<file path="src/rtl/arm_pkg.sv">
// Shared NZCV bit positions and exception FSM state type
// for the status register slice.
package arm_pkg;

  localparam int N_IDX = 3;
  localparam int Z_IDX = 2;
  localparam int C_IDX = 1;
  localparam int V_IDX = 0;

  typedef enum logic {
    NORM = 1'b0,
    EXC  = 1'b1
  } exc_state_t;

endpackage

</file>
<file path="src/rtl/flag_pending_counter.sv">
// Up/down saturating count of in-flight flag-setting instructions,
// with synchronous clear and full/empty status.
module flag_pending_counter #(
  parameter int MAX = 3,
  parameter int W   = $clog2(MAX + 1)
) (
  input  logic         clk,
  input  logic         rst_n,
  input  logic         inc,
  input  logic         dec,
  input  logic         clr,
  output logic [W-1:0] cnt,
  output logic         full,
  output logic         empty
);

  logic [W-1:0] nxt;

  assign full  = (cnt == W'(MAX));
  assign empty = (cnt == '0);

  always_comb begin
    nxt = cnt;
    unique case (1'b1)
      (inc & ~dec & ~full):  nxt = cnt + W'(1);
      (dec & ~inc & ~empty): nxt = cnt - W'(1);
      default: ;
    endcase
    // clear wins over any same-cycle inc/dec
    if (clr) nxt = '0;
  end

  always_ff @(posedge clk) begin
    if (!rst_n) cnt <= '0;
    else        cnt <= nxt;
  end

endmodule

</file>
<file path="src/rtl/status_reg_unit.sv">
// Architectural NZCV register with one-deep exception shadow
// and ID stall on stale flags.
module status_reg_unit
  import arm_pkg::*;
#(
  parameter int         MAX_PENDING = 3,
  parameter logic [3:0] RESET_FLAGS = 4'b0000
) (
  input  logic       clk,
  input  logic       rst_n,
  input  logic       id_valid,
  input  logic       id_s,
  input  logic       id_uses_cond,
  output logic       stall_flags,
  input  logic       wb_valid,
  input  logic       wb_s,
  input  logic       wb_cond_pass,
  input  logic [3:0] wb_flags,
  input  logic       flush,
  input  logic       exc_enter,
  input  logic       exc_return,
  output logic [3:0] status,
  output logic [3:0] shadow,
  output logic       in_exc,
  output logic [$clog2(MAX_PENDING+1)-1:0] pending_cnt,
  output logic       err_underflow
);

  localparam int W = $clog2(MAX_PENDING + 1);

  exc_state_t state, state_nxt;
  logic       issue, retire;
  logic       full, empty;
  logic       do_enter, do_return;
  logic [3:0] next_status;

  assign stall_flags = id_valid &
    ((id_uses_cond & ~empty) | (id_s & full));

  assign issue  = id_valid & id_s & ~stall_flags;
  assign retire = wb_valid & wb_s;

  assign next_status =
    (retire & wb_cond_pass) ? wb_flags : status;

  flag_pending_counter #(
    .MAX (MAX_PENDING),
    .W   (W)
  ) u_cnt (
    .clk   (clk),
    .rst_n (rst_n),
    .inc   (issue),
    .dec   (retire),
    .clr   (flush),
    .cnt   (pending_cnt),
    .full  (full),
    .empty (empty)
  );

  always_comb begin
    state_nxt = state;
    do_enter  = 1'b0;
    do_return = 1'b0;
    unique case (state)
      NORM: if (exc_enter) begin
        state_nxt = EXC;
        do_enter  = 1'b1;
      end
      EXC: if (exc_return) begin
        state_nxt = NORM;
        do_return = 1'b1;
      end
      default: state_nxt = NORM;
    endcase
  end

  always_ff @(posedge clk) begin
    if (!rst_n) state <= NORM;
    else        state <= state_nxt;
  end

  assign in_exc = (state == EXC);

  // restore from shadow overrides a same-cycle flag commit
  always_ff @(posedge clk) begin
    if (!rst_n) begin
      status        <= RESET_FLAGS;
      shadow        <= 4'b0000;
      err_underflow <= 1'b0;
    end else begin
      status <= do_return ? shadow : next_status;
      if (do_enter)        shadow        <= next_status;
      if (retire & empty)  err_underflow <= 1'b1;
    end
  end

endmodule
</file>
<file path="config.mk">
export PLATFORM = sky130hd
export DESIGN_NAME = status_reg_unit
export DESIGN_NICKNAME = d
export VERILOG_FILES = /design/src/rtl/arm_pkg.sv /design/src/rtl/flag_pending_counter.sv /design/src/rtl/status_reg_unit.sv
export SDC_FILE = /design/constraint.sdc
export NUM_CORES = 1
export LEC_CHECK = 0
export ABC_AREA = 0
export CORE_AREA = 2 2 39 41
export CTS_BUF_LIST = sky130_fd_sc_hd__clkbuf_4 sky130_fd_sc_hd__clkbuf_8
export DETAILED_ROUTE_END_ITERATION = 8
export DIE_AREA = 0 0 41 43
export HOLD_SLACK_MARGIN = 0.06
export PLACE_DENSITY_LB_ADDON = 0.05
export SYNTH_ARGS = -nofsm -noshare
export SYNTH_HDL_FRONTEND = slang
export SYNTH_HIERARCHICAL = 1
export SYNTH_SLANG_ARGS = --single-unit
</file>
<file path="constraint.sdc">
create_clock -name clk -period 2.5 [get_ports clk]
set_input_delay 0.5 -clock clk [delete_from_list [all_inputs] [get_ports clk]]
set_output_delay 0.5 -clock clk [all_outputs]
set_load 0.005 [all_outputs]
</file>
==> impl_summary.md <==
Run status
The run finished with clean final reports.

Layout
Summing all multi-input logic gate instances after layout gives 282 um^2. The number of nets in the final layout is 110. The number of antenna diodes in the final layout is 0. The count of filler cells inserted in the layout is 132. From synthesis to final layout, the design area changed by 59.4%. In the final layout, flip-flops and latches occupy around 240 um^2.

The ratio of cells with drive above 1 in the final layout is under 10%.

STA
The setup TNS is 0 ns. The time the worst path needs with I/O delays and setup is ~2.2 ns. Based on the critical path, the design can be clocked at up to approximately 460 MHz. The final-report max-slew violation count is 0.

The worst pin sits at a relative slew slack of 74.9%. The clock arrives with ~0.0049 ns of skew. Setup violations remaining at the end of the flow were counted as 0. Setup repair after global routing left no endpoint under its margin. The ratio of final minimum period to clock period is 86.5%. At the pin with the least slew margin, the transition time is around 0.37 ns.

The total count of hold-check failures in the final report is 0. Setup slack on the critical path of the routed design comes to between 0.3 and 0.4 ns.

Clocking
CTS built an H-tree with a depth of 1. The post-CTS repair timing setup buffer count is 0. The clock input transition at the sequential cells of the worst setup and hold paths is ~0.080 ns. The clock sink count is 12.

The clock passes through at most 2 buffers. For this design, the CTS-stage hold fixing added 0 buffers. TritonCTS built the clock tree. The number of clock buffers added by TritonCTS is 3.

The clock tree root driver cell is sky130_fd_sc_hd__clkbuf_4. In this run, post-CTS repair resized a total of 0 instances. The clock latency at the later pin of the worst-skew pair is 0.28 ns.

Place
During placement, the flow inserted port buffers numbering 27. Summed over all nets, the half-perimeter wirelength after detailed placement is around 930 um. Timing analysis after detailed placement gives a worst setup slack of ~0.33 ns.

At the end of routability-driven placement, the weighted congestion stood at 0.696.

Critical path
Walking the worst path, the cells encountered are clkdlybuf4s50_1 -> a22oi_1 -> nor2b_1 -> clkdlybuf4s50_1. Along the worst path, the maximum fanout reaches 2. The peak per-stage delay on the critical path is 0.50 ns.

Data on the critical path arrives at its endpoint at approximately 1.7 ns. The family with the most delay on the worst path is buffers and inverters. The cell with the biggest individual delay on the critical path is sky130_fd_sc_hd__clkdlybuf4s50_1. The sort of element at the end of the critical path is a primary output. The critical path contains buffers and inverters numbering 2 combined.

The classification of the worst setup path is input pin to primary output. The cell occurring most often along the worst timing path is sky130_fd_sc_hd__clkdlybuf4s50_1. STA puts the critical path data required time at 2.00 ns. STA classifies the critical path startpoint as an input pin.

Logic synthesis
The number of distinct standard cells referenced by the synthesized netlist is 21. Synthesis inferred 12 register bits. The predominant post-synthesis flop cell is sky130_fd_sc_hd__dfxtp_1. In the synthesized netlist, the cells that appear most often are 12 x sky130_fd_sc_hd__dfxtp_1, 9 x sky130_fd_sc_hd__nand2_1, 8 x sky130_fd_sc_hd__a31oi_1, 7 x sky130_fd_sc_hd__o21ai_0, 5 x sky130_fd_sc_hd__nor2b_1.

Sequential cells were found to cover ~45% of the synthesized design area. The most used standard cell by instance count after synthesis is sky130_fd_sc_hd__dfxtp_1. In the post-synthesis netlist, the biggest area contributors are sky130_fd_sc_hd__dfxtp_1 45%, sky130_fd_sc_hd__a31oi_1 9.3%, sky130_fd_sc_hd__o21ai_0 6.5%.

The leading area contributor after synthesis is sky130_fd_sc_hd__dfxtp_1. In the synthesized netlist the async set-or-reset flop fraction comes to 0%. The number of nets produced by synthesis is just under 80.

Each instance of the synthesized netlist takes up on average between 8 and 9 um^2. The count of flip-flops with a built-in enable after synthesis is 0. The cell count after synthesis is 64. The Yosys step of the flow raised 6 warnings. After synthesis, the largest area contributor takes up around 45% of total cell area.

The cell area that synthesis handed to floorplanning was about 540 um^2.

Route
The number of DRC violations after detailed routing is 0. The sum of met3 wire segment lengths after detailed routing is about 85 um. After detailed routing, the number of vias per cell comes to 5.18. The routed layout has between 500 and 600 vias. Dividing the detail-routed wire length by the instance count gives about 11 um.

The count of antenna-violating nets left after detailed routing is 0. The detailed-routed wire length on met2 is 558 um. The count of TritonRoute iterations in the first routing pass is 4.

The highest metal layer with signal wires is met4. The detailed router finished its first iteration with 4 violations. The routed metal-1 wire length is 556 um.

The routed wire length is around 1200 um.

Power and ir drop
For this design the ratio of total power to cell area is ~530 nW/um^2. The static leakage is roughly 0.31 nW. The worst-case IR drop observed on VDD is around 0.3 mV.

GRT
The first global-routing pass estimated approximately 1800 um of wire. The number of global-route vias before repair is 485. The largest net degree at the start of global routing is 12. Global routing used between 15 and 20% of the available tracks across all layers. The leftover overflow at the end of global routing is 0. The number of antenna violations at the first check in global routing came to 0.

Die
The effective utilization at floorplan is between 30% and 40%. The die is between 40 and 50 um wide. After floorplanning, the core was sized to cover between 1000 and 1500 um^2.

In this run the core area contains 14 standard-cell rows. The die is around 43 um tall. 28 I/O pins were placed. The floorplan die area is 1760 um^2.

Min path
In this run the worst hold path is classified as register to register.

Run
The tool flagged a number of max-cap violations equal to 0.
-- through the flow --
stage                     power [W]  hold slack (ns)  std cells  util, %  instance area (um^2)
final                      0.000453            0.499        110     61.8                   856
after global placement     0.000301            0.473        106     59.2                   820
after detailed placement   0.000302            0.484        106     59.2                   820
after CTS                  0.000456            0.505        110     61.8                   856
after global routing       0.000478            0.538        110     61.8                   856
after floorplan            0.000249            0.476         64        -                   537
-- registers in the layout (all words and copies together), names as in the netlist --
name and count:
shadow 4, status 4, u_cnt/cnt 2, err_underflow 1, in_exc 1
-- worst register-to-register path: stages (launching register included) --
cell and delay [ns]:
sky130_fd_sc_hd__dfxtp_1 0.37, sky130_fd_sc_hd__nor2_1 0.15, sky130_fd_sc_hd__inv_1 0.06, sky130_fd_sc_hd__a22oi_1 0.21, sky130_fd_sc_hd__and3_1 0.27, sky130_fd_sc_hd__nor2b_1 0.19, sky130_fd_sc_hd__o21ai_0 0.09, sky130_fd_sc_hd__a21oi_1 0.13
-- cell families after synthesis --
family	Yosys count	share of synthesized area [%]
flip-flops	12	44.8
multiplexers	1	1.86
buffers and inverters	3	2.80
XOR/XNOR	1	1.63
AO/OA/AOI/OAI	24	25.2
AND/OR/NAND/NOR	23	23.8
-- cell usage in the layout, fill, tap and decap left out --
master / n
sky130_fd_sc_hd__clkdlybuf4s50_1: 27
sky130_fd_sc_hd__dfxtp_1: 12
sky130_fd_sc_hd__nand2_1: 9
sky130_fd_sc_hd__a31oi_1: 8
sky130_fd_sc_hd__o21ai_0: 7
sky130_fd_sc_hd__nor2b_1: 5
sky130_fd_sc_hd__o21ai_1: 4
sky130_fd_sc_hd__a21oi_1: 3
sky130_fd_sc_hd__clkbuf_4: 3
sky130_fd_sc_hd__and2_1: 2
sky130_fd_sc_hd__inv_1: 2
sky130_fd_sc_hd__a22oi_1: 1
sky130_fd_sc_hd__and3_1: 1
sky130_fd_sc_hd__nand3_1: 1
sky130_fd_sc_hd__and3_2: 1
sky130_fd_sc_hd__nor2b_2: 1
sky130_fd_sc_hd__o21a_1: 1
sky130_fd_sc_hd__clkbuf_8: 1
sky130_fd_sc_hd__nor2_1: 1
sky130_fd_sc_hd__nor3b_2: 1
sky130_fd_sc_hd__xnor2_1: 1
sky130_fd_sc_hd__mux2i_1: 1
sky130_fd_sc_hd__nand2b_1: 1
-- per-layer routing --
| layer | track usage (%) | vias to the layer above |
|---|---|---|
| met3 | 6.81 | 4 |
| met2 | 23.8 | 21 |
| met5 | 0 | - |
| met4 | 10.0 | 0 |
| met1 | 17.1 | 254 |
| li1 | - | 291 |
-- final timing paths --
kind,from,to,slack (ns),cells past startpoint
setup / recovery,id_uses_cond,stall_flags,0.34,4
hold / removal,err_underflow$_SDFFE_PN0P_,err_underflow$_SDFFE_PN0P_,0.50,2
setup reg to reg,u_cnt/cnt[0]$_SDFFE_PP0P_,u_cnt/cnt[1]$_SDFFE_PP0P_,0.97,7
hold reg to reg,err_underflow$_SDFFE_PN0P_,err_underflow$_SDFFE_PN0P_,0.50,2
-- power breakdown --
group / total (W) / switching [W] / internal (W)
sequential: 0.000212 / 0.00000838 / 0.000204
clock: 0.000156 / 0.0000674 / 0.0000886
combinational: 0.0000853 / 0.0000307 / 0.0000547
-- layout make-up --
type	instances	area share, %
well taps	16	2.34
repair buffers	27	31.6
inverters	2	0.877
multi-input cells	49	32.9
flip-flops and latches	12	28.1
clock buffers	4	4.24
No activity file was read; power rests on OpenSTA's default activity.
